### src/rtl/traffic_phase_ctrl.sv
// Traffic-light phase sequencer: times each phase in timer ticks and can end a
// green early to insert an all-red pedestrian walk phase.
module traffic_phase_ctrl #(
   parameter int unsigned GREEN_T     = 10,
   parameter int unsigned YELLOW_T    = 3,
   parameter int unsigned CLEAR_T     = 1,
   parameter int unsigned WALK_T      = 5,
   parameter int unsigned MIN_GREEN_T = 4,
   parameter int unsigned CW          = 8
) (
   input  logic          clk,
   input  logic          reset,
   input  logic          tick,
   input  logic          ped_req,
   output logic [2:0]    ns_light,
   output logic [2:0]    ew_light,
   output logic          walk,
   output logic          ped_ack,
   output logic [CW-1:0] phase_rem
);

   typedef enum logic [2:0] {
      NS_G = 3'd0,
      NS_Y = 3'd1,
      CLR  = 3'd2,
      EW_G = 3'd3,
      EW_Y = 3'd4,
      WALK = 3'd5
   } state_e;

   localparam logic [2:0] RED = 3'b100;
   localparam logic [2:0] YEL = 3'b010;
   localparam logic [2:0] GRN = 3'b001;

   localparam logic [CW-1:0] GREEN_C  = CW'(GREEN_T);
   localparam logic [CW-1:0] YELLOW_C = CW'(YELLOW_T);
   localparam logic [CW-1:0] CLEAR_C  = CW'(CLEAR_T);
   localparam logic [CW-1:0] WALK_C   = CW'(WALK_T);
   localparam logic [CW-1:0] ONE_C    = CW'(1);
   // A pending request may end green once this many ticks or fewer remain.
   localparam logic [CW-1:0] EARLY_C  = CW'(GREEN_T - MIN_GREEN_T + 1);

   state_e        state_q, state_d;
   logic          dir_q, dir_d;
   logic [CW-1:0] rem_q, rem_d;
   logic          ped_pend_q, ped_pend_d;
   logic [2:0]    ns_light_q, ns_light_d;
   logic [2:0]    ew_light_q, ew_light_d;
   logic          walk_q, walk_d;

   function automatic logic [CW-1:0] duration(input state_e s);
      case (s)
         NS_G, EW_G: duration = GREEN_C;
         NS_Y, EW_Y: duration = YELLOW_C;
         WALK:       duration = WALK_C;
         default:    duration = CLEAR_C;
      endcase
   endfunction

   // State register.
   // NOTE: sequential state uses non-blocking assignments so every flop samples
   // pre-edge values regardless of process evaluation order.
   always_ff @(posedge clk or negedge reset) begin
      if (!reset) begin
         state_q    <= NS_G;
         dir_q      <= 1'b1;
         rem_q      <= GREEN_C;
         ped_pend_q <= 1'b0;
         ns_light_q <= GRN;
         ew_light_q <= RED;
         walk_q     <= 1'b0;
      end else begin
         state_q    <= state_d;
         dir_q      <= dir_d;
         rem_q      <= rem_d;
         ped_pend_q <= ped_pend_d;
         ns_light_q <= ns_light_d;
         ew_light_q <= ew_light_d;
         walk_q     <= walk_d;
      end
   end

   // Next-state, phase counter and request latch.
   // NOTE: every signal gets a default first so no path through the case
   // leaves one unassigned and infers a latch.
   always_comb begin
      state_d = state_q;
      dir_d   = dir_q;
      if (tick) begin
         case (state_q)
            NS_G: if (rem_q == ONE_C || (ped_pend_q && rem_q <= EARLY_C)) state_d = NS_Y;
            EW_G: if (rem_q == ONE_C || (ped_pend_q && rem_q <= EARLY_C)) state_d = EW_Y;
            NS_Y: if (rem_q == ONE_C) begin
               state_d = CLR;
               dir_d   = 1'b1;
            end
            EW_Y: if (rem_q == ONE_C) begin
               state_d = CLR;
               dir_d   = 1'b0;
            end
            CLR: if (rem_q == ONE_C) begin
               if (ped_pend_q) state_d = WALK;
               else            state_d = dir_q ? EW_G : NS_G;
            end
            WALK: if (rem_q == ONE_C) state_d = dir_q ? EW_G : NS_G;
            default: state_d = NS_G;
         endcase
      end

      if (state_d != state_q)  rem_d = duration(state_d);
      else if (tick)           rem_d = rem_q - ONE_C;
      else                     rem_d = rem_q;

      // A request arriving on the WALK-entry cycle survives the clear.
      if (state_d == WALK && state_q != WALK) ped_pend_d = ped_req;
      else                                    ped_pend_d = ped_pend_q | ped_req;
   end

   // Light decode from the next state so the registered heads track the state.
   always_comb begin
      ns_light_d = RED;
      ew_light_d = RED;
      walk_d     = 1'b0;
      case (state_d)
         NS_G:    ns_light_d = GRN;
         NS_Y:    ns_light_d = YEL;
         EW_G:    ew_light_d = GRN;
         EW_Y:    ew_light_d = YEL;
         WALK:    walk_d     = 1'b1;
         default: ;
      endcase
   end

   assign ns_light  = ns_light_q;
   assign ew_light  = ew_light_q;
   assign walk      = walk_q;
   assign ped_ack   = ped_pend_q;
   assign phase_rem = rem_q;

endmodule

### config.mk
export PLATFORM = sky130hd
export DESIGN_NAME = traffic_phase_ctrl
export DESIGN_NICKNAME = d
export VERILOG_FILES = /design/src/rtl/traffic_phase_ctrl.sv
export SDC_FILE = /design/constraint.sdc
export NUM_CORES = 1
export LEC_CHECK = 0
export BUFFER_PORTS_ARGS = -buffer_cell sky130_fd_sc_hd__buf_4
export CELL_PAD_IN_SITES_DETAIL_PLACEMENT = 0
export CELL_PAD_IN_SITES_GLOBAL_PLACEMENT = 1
export CORE_UTILIZATION = 46
export CTS_CLUSTER_DIAMETER = 40
export DETAILED_ROUTE_END_ITERATION = 8
export GPL_TIMING_DRIVEN = 1
export PLACE_DENSITY = 0.9
export SLEW_MARGIN = 20
export SYNTH_ARGS = -nofsm -noshare
export SYNTH_HDL_FRONTEND = slang
export SYNTH_SLANG_ARGS = --single-unit
### constraint.sdc
create_clock -name clk -period 4.2 [get_ports clk]
set_clock_uncertainty 0.05 [all_clocks]
set_input_delay 0.84 -clock clk [delete_from_list [all_inputs] [get_ports clk]]
set_output_delay 0.84 -clock clk [all_outputs]
set_load 0.01 [all_outputs]
==> impl_metrics.ini <==
[outcome]
status = complete, no violations

[critical_path]
start_kind = flip-flop
worst-r2r-setup-slack_ps = 1390
arrival_ps = 2940
worstSetupEndpointType = flip-flop
critical_path_class = reg2reg
reg2reg_depth = 8
required_ps = 4330
path_max_fanout = 7

[synth]
syn_inst = 130
synth_flop_cell = dfrtp_1
syn_nets = 136
synth_area_sq_um = 1280
synth-edff-count = 0
yosysUniqueCellTypes = 51
synthArstFlopShare_pct = 100
avgSynthCellArea_sq_um = 9.82
synth_top_area_share_pct = 29.4
synth.yosys.seq_area_share_pct = 39.7
yosysWarnings = 0
synth-seq-cells = 20
synth_area_leaders = dfrtp_1, dfstp_2, nor2_1
yosysTopAreaCell = dfrtp_1

[clock_network]
clkTransAtPathRegs_ps = 110
clkLatencyLatePin_ps = 290
post_cts_resized = 0
cts_setup_buffers = 0
htree_levels = 1
clk_path_buf_depth = 2
clock-root-buffer = clkbuf_4
tritoncts = built
cts_hold_buf = 0
tritoncts.num_buffers = 3
cts.sinks = 20

[pwr]
power.internal_uw = 642
p_seq_share_pct = 33.2
power_uw = 1200
cellLeakagePower_uw = 0.000636
p_sw_share_pct = 46.4
power_switching_uw = 556
powerDensity_nw_per_um2 = 839
pwr-share-comb_pct = 59.1
clockPowerShare_pct = 7.7
worst_ir_drop_vdd_mv = 0.423

[routing]
routed_wirelength_um = 2770
drt_pass1_iterations = 4
avgRoutedWirePerCell_um = 15.7
antenna_left = 0
drcViolationCount = 0
vias_per_cell = 6.02
vias = 1059
drt-initial-drc-count = 34

[finish]
n_fill_cell = 230
layout-drive-gt1-share_pct = 27.4
regArea_sq_um = 507
syn2layout_area_growth_pct = 12.0
multi_input_area_sq_um = 686
n_antenna_cell = 0
final_util_pct = 56.1
final_nets = 153

[timing]
hold_viol = 0
fmax_ghz = 0.356
fin_setup_tns_ps = 0
slew_violations = 0
tightest_slew_ps = 554
period_share_pct = 66.9
setup_violations = 0
slew_headroom_pct = 62.6
period_minus_slack_ps = 2810
rsz0062_at_grt = no

[floorplanning]
ios = 20
die_x_um = 54.7
die_area_sq_um = 2990
row_count = 18
initial_core_util_pct = 50.1
core_area_sq_um = 2540
die_h_um = 54.7

[grt]
grt_use_met3_pct = 2.50
use_met1_pct = 29.4
grt_max_degree = 21
antenna_found_initial = 0
overflow = 0
gr-usage-met2_pct = 32.1
grt_use_total_pct = 21.1
grt_pass1_vias = 961
grt_busiest_layer = met2
grt_pass1_wl_um = 4460

[place]
portBuffers = 19
gp_congestion = 0.981
hpwl_um = 2090

[min_path]
hold_class = in2async

[flow_run]
cap_violations = 0
==> power by group through the flow <==
stage	logic [uW]	registers, uW	clock network (uW)
detailed placement	711	399	0
floorplan	575	366	0
global placement	702	395	0
global route	784	413	100
CTS	714	396	95.2
finish	708	399	91.9
==> synth_stat cells (3+ instances only) <==
| master | n |
|---|---|
| dfrtp_1 | 15 |
| nor2_1 | 14 |
| inv_1 | 8 |
| a21oi_1 | 7 |
| nor3_1 | 6 |
| dfstp_2 | 5 |
| nor2b_1 | 4 |
| o31ai_1 | 4 |
| and3_1 | 3 |
| clkbuf_1 | 3 |
| nand2b_1 | 3 |
| nor3b_1 | 3 |
| or3_1 | 3 |
==> registers in the layout, summed over array words and instances, names as in the netlist <==
register / count
ns_light: 3
ew_light: 3
phase_rem: 8
dir_q: 1
walk: 1
ped_ack: 1
state_q: 3
==> stage by stage <==
stage / std cells / hold WS, ps / setup slack (ps) / cell area, sq um
2_1_floorplan: 130 / 485 / 1590 / 1280
3_3_place_gp: 172 / 511 / 1100 / 1400
3_5_place_dp: 172 / 538 / 1150 / 1400
4_1_cts: 176 / 348 / 1400 / 1430
5_1_grt: 176 / 356 / 1220 / 1430
6_report: 176 / 346 / 1390 / 1430
==> cell usage in the layout, fill, tap and decap left out, drive strengths merged, types with 5 or more instances in the layout <==
| master | Yosys | final |
|---|---|---|
| inv | 8 | 8 |
| o21ai | 5 | 5 |
| a21oi | 7 | 7 |
| nor2 | 14 | 14 |
| buf | 4 | 19 |
| dfstp | 5 | 5 |
| nor3 | 7 | 7 |
| nor3b | 5 | 5 |
| dfrtp | 15 | 15 |
| o31ai | 5 | 5 |
==> area by class of cell <==
type                            instances  area share (%)
Multi-Input combinational cell         95            48.0
Sequential cell                        20            35.5
Clock buffer                            4            1.84
Inverter                                8            2.10
Timing Repair Buffer                   19            9.98
Tap cell                               30            2.63
==> critical path, stage by stage (launching register included) <==
cell and delay (ps):
dfrtp_1 450, ha_1 270, or3b_2 510, o31ai_2 330, o21ai_1 110, a211o_2 400
nor3_4 220, nor3b_2 80, a211o_1 270
==> cell families after synthesis <==
logic type / after synthesis / synth area share (%)
adder cells (fa/ha/maj): 2 / 1.96
AND/OR/NAND/NOR: 53 / 26.4
XOR/XNOR: 4 / 2.75
AO/OA/AOI/OAI: 36 / 22.6
flip-flops: 20 / 39.7
buffers and inverters: 15 / 6.57
==> metal layers <==
layer | vias to the layer above | share of wire (%)
li1 | 509 | -
met1 | 505 | 45
met2 | 41 | 48
met3 | 4 | 6.5
met4 | 0 | 1.2
met5 | - | 0
==> final timing paths <==
path / from / end
worst max register to register: phase_rem[0] / phase_rem[0]
max in group asynchronous: reset / dir_q
worst min-delay path: reset / ns_light[2]
worst max-delay path: phase_rem[0] / phase_rem[0]
min in group clk: dir_q / dir_q
worst min register to register: dir_q / dir_q
Power figures use the tool's default switching activity.
